### config.mk
export PLATFORM = sky130hd
export DESIGN_NAME = xor_mask_feeder
export DESIGN_NICKNAME = d
export VERILOG_FILES = /design/src/rtl/xor_mask_feeder.sv
export SDC_FILE = /design/constraint.sdc
export NUM_CORES = 1
export LEC_CHECK = 0
export ABC_AREA = 0
export CAP_MARGIN = 20
export CORE_MARGIN = 3
export CORE_UTILIZATION = 35
export CTS_CLUSTER_DIAMETER = 50
export CTS_CLUSTER_SIZE = 25
export DETAILED_ROUTE_END_ITERATION = 8
export GPL_ROUTABILITY_DRIVEN = 0
export HOLD_SLACK_MARGIN = 0.15
export PLACE_DENSITY_LB_ADDON = 0.15
export SYNTH_ARGS = -nofsm -noshare
export SYNTH_HDL_FRONTEND = slang
export SYNTH_SLANG_ARGS = --single-unit
### constraint.sdc
create_clock -name clk -period 2.34 [get_ports clk]
set_input_delay 0.351 -clock clk [delete_from_list [all_inputs] [get_ports clk]]
set_output_delay 0.351 -clock clk [all_outputs]
set_load 0.01 [all_outputs]
### src/rtl/xor_mask_feeder.sv
// rtl/xor_mask_feeder.sv - LFSR-driven share/randomness feeder for a 2-share masked XOR gate
module xor_mask_feeder #(
    parameter int unsigned REFRESH_LIMIT = 1024
) (
    input  logic        clk,
    input  logic        rst,
    input  logic        seed_valid,
    input  logic [31:0] seed,
    input  logic        in_valid,
    output logic        in_ready,
    input  logic        a,
    input  logic        b,
    output logic        out_valid,
    input  logic        out_ready,
    output logic        A0,
    output logic        A1,
    output logic        B0,
    output logic        B1,
    output logic        r0,
    output logic        r1,
    output logic        r2,
    output logic        seeded,
    output logic        reseed_req,
    output logic        seed_err
);

    localparam logic [15:0] LIMIT = 16'(REFRESH_LIMIT);

    typedef enum logic [1:0] {
        UNSEEDED  = 2'd0,
        READY     = 2'd1,
        EXHAUSTED = 2'd2
    } state_t;

    state_t      state;
    state_t      state_nxt;
    logic [31:0] lfsr;
    logic [31:0] lfsr_adv;
    logic [15:0] xfer_cnt;
    logic [15:0] cnt_inc;
    logic        seed_ok;
    logic        seed_bad;
    logic        xfer;

    function automatic logic [31:0] lfsr_step(input logic [31:0] s);
        return {s[30:0], s[31] ^ s[21] ^ s[1] ^ s[0]};
    endfunction

    // Five fresh bits per transfer: one mask per operand plus three gate randoms
    assign lfsr_adv = lfsr_step(lfsr_step(lfsr_step(lfsr_step(lfsr_step(lfsr)))));
    assign cnt_inc  = xfer_cnt + 16'd1;

    assign seed_ok  = seed_valid && (seed != 32'd0);
    assign seed_bad = seed_valid && (seed == 32'd0);
    assign in_ready = (state == READY) && !seed_valid && (!out_valid || out_ready);
    assign xfer     = in_valid && in_ready;

    assign seeded     = (state == READY) || (state == EXHAUSTED);
    assign reseed_req = (state == UNSEEDED) || (state == EXHAUSTED);

    always_ff @(posedge clk or posedge rst) begin
        if (rst) begin
            state <= UNSEEDED;
        end else begin
            state <= state_nxt;
        end
    end

    always_comb begin
        state_nxt = state;
        if (seed_ok) begin
            state_nxt = READY;
        end else if (xfer && (cnt_inc == LIMIT)) begin
            state_nxt = EXHAUSTED;
        end
    end

    always_ff @(posedge clk or posedge rst) begin
        if (rst) begin
            lfsr     <= 32'd0;
            xfer_cnt <= 16'd0;
            seed_err <= 1'b0;
        end else begin
            seed_err <= seed_bad;
            if (seed_ok) begin
                lfsr     <= seed;
                xfer_cnt <= 16'd0;
            end else if (xfer) begin
                lfsr     <= lfsr_adv;
                xfer_cnt <= cnt_inc;
            end
        end
    end

    // Seed loads never touch the output register; a pending result drains as-is
    always_ff @(posedge clk or posedge rst) begin
        if (rst) begin
            out_valid <= 1'b0;
            A0        <= 1'b0;
            A1        <= 1'b0;
            B0        <= 1'b0;
            B1        <= 1'b0;
            r0        <= 1'b0;
            r1        <= 1'b0;
            r2        <= 1'b0;
        end else if (xfer) begin
            out_valid <= 1'b1;
            A0        <= a ^ lfsr_adv[0];
            A1        <= lfsr_adv[0];
            B0        <= b ^ lfsr_adv[1];
            B1        <= lfsr_adv[1];
            r0        <= lfsr_adv[2];
            r1        <= lfsr_adv[3];
            r2        <= lfsr_adv[4];
        end else if (out_ready) begin
            out_valid <= 1'b0;
        end
    end

endmodule

=== Yosys cells after proc, flatten, opt, wreduce, memory -nomap -nowiden ===
Index checks and enable logic that the tools add are counted.

* Register bits: 59
* Latch bits: 0
* Bits in writable memories: 0
* Bits in read-only memories: 0
* Bits of input ports: 39
* Output and inout port bits: 12
* Memories kept: 0

* Add/sub/neg operators: 1
* Multiply operators: 0
* Divide/modulo/power cells: 0
* Order comparisons: 0
* Equal/unequal tests: 3
* Shift operators: 0
* Mux-type cells: 8
* Bitwise gates (word level): 17
* Reductions and logical operators: 17

{| class="wikitable"
|+ Operators with widths
! cell !! number
|-
| $mux W32 || 2
|-
| $logic_not A32 Y1 || 1
|-
| $mux W16 || 2
|-
| $reduce_bool A32 Y1 || 1
|-
| $xor A1 B1 Y1 || 17
|-
| $add A16 B1 Y16 const B || 1
|-
| $eq A16 B11 Y1 const B || 1
|-
| $logic_and A1 B1 Y1 || 6
|-
| $reduce_bool A2 Y1 || 3
|-
| $mux W2 || 2
|-
| $logic_or A1 B1 Y1 || 3
|-
| $eq A2 B1 Y1 const B || 1
|-
| $eq A2 B2 Y1 const B || 1
|-
| $logic_not A1 Y1 || 2
|-
| $logic_not A2 Y1 || 1
|-
| $mux W1 || 2
|}

=== Longest topological paths before layout ===
Gate-level depths: netlist (run 1).

* Word-level depth: 9
* Gate-level depth with buffers: 8

=== Least setup slack after synthesis (run 1) ===
Ideal clock, no wire load.

* Kind: reg2reg
* From: reg xfer_cnt[0]
* To: reg state[0]
* Library setup time: 0.118 ns
* Arrival: 1.968 ns
* Setup slack: 0.254 ns
* Stages on the path, launching flop included: 8
* Period minus slack after synthesis: 2.086 ns
* Cells stage by stage: dfrtp_1 > ha_1 > and4_4 > nand3_2 > xor2_1 > or3_1 > a2111o_1 > a21o_1

* Longest elaborated chain between the ends: 4

{| class="wikitable"
|+ Ends and longest elaborated chain
! element !! line !! source
|-
| start, declared || 39 || <nowiki>logic [15:0] xfer_cnt;</nowiki>
|-
| start signal, assigned || 90 || <nowiki>xfer_cnt <= cnt_inc;</nowiki>
|-
| $add A16 B1 Y16 || 51 || <nowiki>assign cnt_inc = xfer_cnt + 16'd1;</nowiki>
|-
| $eq A16 B11 Y1 || 73 || <nowiki>end else if (xfer && (cnt_inc == LIMIT)) begin</nowiki>
|-
| $logic_and A1 B1 Y1 || 73 ||
|-
| $reduce_bool A2 Y1 (no line) || n/a ||
|-
| end signal, assigned || 65 || <nowiki>state <= state_nxt;</nowiki>
|-
| end, declared || 35 || <nowiki>state_t state;</nowiki>
|}

No other way between the ends.
A chain may end at the register's enable or synchronous reset.

=== Worst setup path after layout (run 1) ===
* From: reg xfer_cnt[5]
* To: reg state[0]

Same word-level chain as after synthesis.

==> impl_metrics.py, run 1 <==
metrics = {
    "power": {
        "p_switching_w": 0.000964,
        "power.density_mw_per_mm2": 749,
        "peakVddDrop_v": 0.000410,
        "switching_share_pct": 32.7,
        "pwr-share-seq_pct": 43.0,
        "cell_internal_pwr_w": 0.00198,
        "clock_power_share_pct": 28.3,
        "power.total_w": 0.00294,
        "leakagePower_nw": 1.72,
        "pwr-share-comb_pct": 28.7,
    },
    "sta": {
        "setup_ws_ps": 99.0,
        "finalSetupViolCount": 0,
        "hold_ws_ps": 379,
        "totalNegativeSetupSlack_ps": 0,
        "finClkSkew_ps": 6.85,
        "fin_crit_sh_pct": 95.8,
        "rsz0062_at_grt": "false",
        "tightest_slew_ps": 416,
        "slew_violations": 0,
        "fin_crit_ps": 2240,
        "slew_headroom_pct": 72.0,
        "fmax_ghz": 0.446,
        "hold_violations": 0,
    },
    "place": {
        "place_ws_ps": 2.93,
        "numPortBuffers": 50,
        "dp_hpwl_mm": 5.59,
    },
    "yosys": {
        "ys_seq_area_share_pct": 47.7,
        "ys_top_cells_by_count": "nand2_1 (67), dfrtp_1 (59), o21ai_0 (26)",
        "syn_nets": 368,
        "synthDistinctLibCells": 47,
        "yosys.area_share.adder_pct": 1.62,
        "syn_avg_cell_area_sq_um": 9.52,
        "syn-cell-area_sq_mm": 0.00309,
        "synth.most_common_cell": "nand2_1",
        "synth_area_leader_cell": "dfrtp_1",
        "async_flop_share_pct": 100,
        "synthCells": 325,
        "synth_compound_area_share_pct": 18.6,
        "ys_ff_latch": 59,
        "ys.warnings.count": 0,
        "synth_area_leaders": "dfrtp_1 (48%), nand2_1 (8.1%), a22oi_1 (5.8%)",
        "synth_top_family_by_area": "simple AND/OR/NAND/NOR gates",
        "synth-simple-area-share_pct": 20.0,
        "synth_top_area_share_pct": 47.7,
        "synthXorXnorAreaFrac_pct": 5.42,
        "synthMuxAreaShare_pct": 1.62,
        "ys.flop_type": "dfrtp_1",
        "synth_edf_count": 0,
    },
    "floorplanning": {
        "row_count": 33,
        "die_h_um": 100,
        "start_util_pct": 36.9,
        "die_area_sq_mm": 0.0100,
        "core_area_sq_mm": 0.00838,
        "dieWidth_um": 100,
        "pin_count": 51,
    },
    "worst_setup_path": {
        "path_class": "flop to flop",
        "setup.worst_path.start": "xfer_cnt[5]",
        "worst_r2r_path_depth": 6,
        "r2r-start": "xfer_cnt[5]",
        "critPathRequiredTime_ps": 2580,
        "r2r_end": "state[0]",
        "critPathCaptureType": "flop",
        "endpoint": "state[0]",
        "crit_fanout": 11,
        "cp.arrival_ps": 2480,
        "cp-start-kind": "flop",
        "r2r_setup_slack_ps": 100,
    },
    "clock_network": {
        "clk_latency_ps": 350,
        "cts_tree": "yes",
        "post_cts_buffers": 0,
        "clk_pin_slew_ps": 70,
        "hold_buffers": 0,
        "h-tree-depth": 3,
        "clockBufferDepth": 2,
        "ctsResizeCount": 0,
        "clockRootBuffer": "clkbuf_8",
        "cts_num_sinks": 59,
        "cts_made_buffers": 9,
    },
    "grt": {
        "grt_first_pass_wirelength_mm": 13.1,
        "overflow": 0,
        "grt_pass1_vias": 2621,
        "grt_max_degree": 60,
        "grt_usage_pct": 16.6,
        "grt_antenna_before_repair": 0,
    },
    "run_status": {
        "status": "finished, final reports clean",
    },
    "detailed_routing": {
        "wl_per_cell_um": 15.9,
        "drt_iter0_markers": 124,
        "drc": 0,
        "dr.pass1.iters": 5,
        "final_antenna_net_count": 0,
        "routed_wl_mm": 7.82,
        "num_vias": 2661,
        "viasPerCell": 5.41,
    },
    "cells_and_area": {
        "fin_util_pct": 46.9,
        "num-nets-final": 425,
        "area_growth_pct": 27.1,
        "diodes": 0,
        "drive_above_1_share_pct": 12.4,
    },
    "worst_hold_path": {
        "hold_path.class": "input pin to async pin",
    },
    "flow_run": {
        "max_cap_viol_count": 0,
    },
}
-- power groups by stage --
stage | Sequential [W] | Clock [W] | Combinational, W
finish | 0.00127 | 0.000833 | 0.000846
global route | 0.00129 | 0.000908 | 0.000923
CTS | 0.00127 | 0.000863 | 0.000860
floorplan | 0.00129 | 0 | 0.000478
detailed placement | 0.00129 | 0 | 0.000855
global placement | 0.00128 | 0 | 0.000848
-- cell usage in the layout, fill, tap and decap left out, types with 3 or more instances in the layout --
cell type	count
nand2_1	67
a21oi_1	6
mux2i_1	5
a22oi_1	24
nand3_1	6
o21ai_0	26
o31ai_1	3
and4_1	4
nor2_1	13
nand4_1	8
a21o_1	4
a31oi_1	7
ha_1	4
clkbuf_8	9
clkinvlp_4	4
buf_4	17
o21ai_1	11
inv_1	3
dfrtp_1	59
clkdlybuf4s50_1	50
xnor2_1	7
nor4_1	9
xor2_1	4
-- critical path: stages, from the launching register on --
cell      delay (ps)
dfrtp_1          540
nand4_2          210
nor4_2           450
mux2i_1          280
a31oi_1          140
a2111o_1         330
a21o_1           180
-- sequential cells by signal, indices dropped and copies added, names as in the netlist --
signal and flops:
A0 1, r2 1, r1 1, A1 1, xfer_cnt 16, out_valid 1
r0 1, B0 1, seed_err 1, state 2, lfsr 32, B1 1
-- how the worst min path moves through the flow --
stage	startpoint	endpoint	slack, ps	cells past startpoint
6_report	rst	xfer_cnt[2]	380	3
5_1_grt	rst	xfer_cnt[8]	410	3
4_1_cts	rst	xfer_cnt[8]	380	3
3_5_place_dp	lfsr[26]	lfsr[26]	460	2
3_3_place_gp	lfsr[26]	lfsr[26]	460	2
2_1_floorplan	lfsr[10]	lfsr[10]	450	2
-- through the flow --
step,area (sq um),cells
after floorplan,3090,325
after global placement,3760,476
after detailed placement,3760,476
after CTS,3930,492
after global routing,3930,492
final,3930,492
-- metal layers --
layer	GRT usage [%]	part of all wire, %	up-vias
met5	0	0	-
met4	7.15	2.3	0
met1	21.8	46	1303
met2	26.2	48	56
li1	-	-	1290
met3	3.75	3.8	12
-- final cells by class --
class                      instances  area (sq um)
fill                             809          4450
sequential                        59          1480
inverter                           4          15.0
clock buffer                       9           124
timing repair buffer              69           668
tap                              105           131
multi-input combinational        239          1470
clock inverter                     7          52.6
-- kinds of logic (layout without fill, tap and decap cells) --
kind of cell    Yosys count  count (layout)
fa+ha+maj                 4               4
mux                       5               5
compound gates           90              90
xor+xnor                 15              15
buf+inv                  27              89
flops                    59              59
simple gates            125             125
(Power assumes the default switching activity.)
==> run 2: changes to the inputs <==
CORE_UTILIZATION = 50   (was 35)
HOLD_SLACK_MARGIN = 0.03   (was 0.15)
==> impl_metrics.py, run 2 (same netlist as run 1, synthesis figures left out) <==
metrics = {
    "run_status": {
        "status": "finished, final reports clean",
    },
    "cells_and_area": {
        "final_cell_mix": "nand2_1 (67), dfrtp_1 (59), clkdlybuf4s50_1 (50), buf_4 (29), o21ai_0 (26)",
        "largest_reg_flops": 32,
        "final_common_cell": "nand2_1",
        "fin_util_pct": 68.0,
        "top_regs": "lfsr: 32 flops, xfer_cnt: 16 flops, state: 2 flops",
        "drive_above_1_share_pct": 15.0,
        "diodes": 0,
        "num-nets-final": 437,
        "regMostFlops": "lfsr",
        "area_growth_pct": 30.9,
    },
    "worst_setup_path": {
        "path_class": "flop to flop",
        "crit_fanout": 3,
        "r2r-start": "state[1]",
        "critPathCaptureType": "flop",
        "critPathRequiredTime_ps": 2570,
        "cp.arrival_ps": 2400,
        "cp-start-kind": "flop",
        "setup.worst_path.start": "state[1]",
    },
    "sta": {
        "fin_crit_ps": 2170,
        "slew_violations": 0,
        "fmax_ghz": 0.460,
        "rsz0062_at_grt": "false",
        "finClkSkew_ps": 10.1,
        "tightest_slew_ps": 586,
        "slew_headroom_pct": 60.9,
        "finalSetupViolCount": 0,
        "hold_violations": 0,
        "fin_crit_sh_pct": 92.9,
    },
    "grt": {
        "grt_antenna_before_repair": 0,
        "grt_usage_pct": 23.1,
        "grt_pass1_vias": 2779,
        "overflow": 0,
        "grt_first_pass_wirelength_mm": 13.2,
        "grt_max_degree": 60,
    },
    "power": {
        "power.density_mw_per_mm2": 785,
        "peakVddDrop_v": 0.000485,
        "leakagePower_nw": 1.82,
        "power.total_w": 0.00318,
    },
    "floorplanning": {
        "dieWidth_um": 84.7,
        "die_area_sq_mm": 0.00717,
        "die_h_um": 84.7,
        "start_util_pct": 51.9,
        "core_area_sq_mm": 0.00596,
        "pin_count": 51,
        "row_count": 28,
    },
    "clock_network": {
        "clk_latency_ps": 340,
        "hold_buffers": 0,
        "cts_tree": "yes",
        "h-tree-depth": 3,
        "clockBufferDepth": 2,
        "cts_made_buffers": 9,
        "clk_pin_slew_ps": 70,
        "post_cts_buffers": 0,
        "cts_num_sinks": 59,
        "clockRootBuffer": "clkbuf_8",
    },
    "detailed_routing": {
        "final_antenna_net_count": 0,
        "routed_wl_mm": 7.63,
        "drt_iter0_markers": 185,
        "drc": 0,
        "dr.pass1.iters": 4,
        "num_vias": 2759,
        "viasPerCell": 5.82,
        "wl_per_cell_um": 16.1,
    },
    "flow_run": {
        "max_cap_viol_count": 0,
    },
    "place": {
        "numPortBuffers": 50,
        "dp_hpwl_mm": 5.31,
    },
    "worst_hold_path": {
        "hold_path.class": "input pin to async pin",
    },
}
run 2: cell types whose count changed in the layout (fill, tap and decap cells not counted), sizes merged:
cell | before | now
bufinv | 0 | 2
inv | 5 | 4
clkbuf | 9 | 12
clkinv | 2 | 1
clkinvlp | 4 | 1
buf | 19 | 31
run 2: final timing paths:
kind                       cells past startpoint  slack, ps        end
min reg2reg                                    1        480         r0
max in group asynchronous                      3       1690    lfsr[3]
max                                            7        170   state[0]
min in group clk                               1        480         r0
min                                            3        380  out_valid
max reg2reg                                    7        170   state[0]
run 2: cell type report:
type                            instances  area, sq um
Multi-Input combinational cell        239         1480
Fill cell                             477         1910
Sequential cell                        59         1480
Tap cell                               75         93.8
Inverter                                4         15.0
Timing Repair Buffer                   81          758
Clock inverter                          4         72.6
Clock buffer                           12          155
run 2: timing repair:
| action | in CTS | in global routing |
|---|---|---|
| gates resized for setup | 1 | 1 |
| endpoints found under the setup margin | 32 | 1 |
| cloned | 0 | 0 |
run 2: metrics by stage:
| stage | setup slack (ps) | hold WS, ps | TNS [ps] | instances | cell area [sq um] |
|---|---|---|---|---|---|
| final | 166 | 380 | 0 | 474 | 4050 |
| after global routing | 37.1 | 434 | 0 | 474 | 4050 |
| after CTS | 153 | 406 | 0 | 474 | 4040 |
| after detailed placement | -516 | 466 | -16530 | 458 | 3810 |
| after global placement | -460 | 459 | -14920 | 458 | 3810 |
| after floorplan | 254 | 446 | 0 | 325 | 3090 |
run 2: critical path, stage by stage (launching register included):
cell      delay [ps]
dfrtp_1          390
inv_1            100
ha_1             190
and4b_2          310
nand2_1          100
or3_1            370
a2111o_1         420
a21o_1           190
run 2: per-layer routing:
layer  vias to the layer above  track usage, %  wire length [um]
met3                        23            4.81               375
met1                      1322            29.3              3290
met5                         -               0                 0
met2                        96            37.7              3760
li1                       1318               -                 -
met4                         0            11.2               212
run 2: report_power, final:
part | switching (W) | internal (W) | total, W
combinational | 0.000402 | 0.000442 | 0.000845
sequential | 0.0000974 | 0.00117 | 0.00127
clock | 0.000411 | 0.000657 | 0.00107
==> run 3: changes to the inputs <==
CTS_CLUSTER_SIZE = default   (was 25)
==> results of run 3 <==
The final DEF is identical to that of run 2; final timing and power are the same.
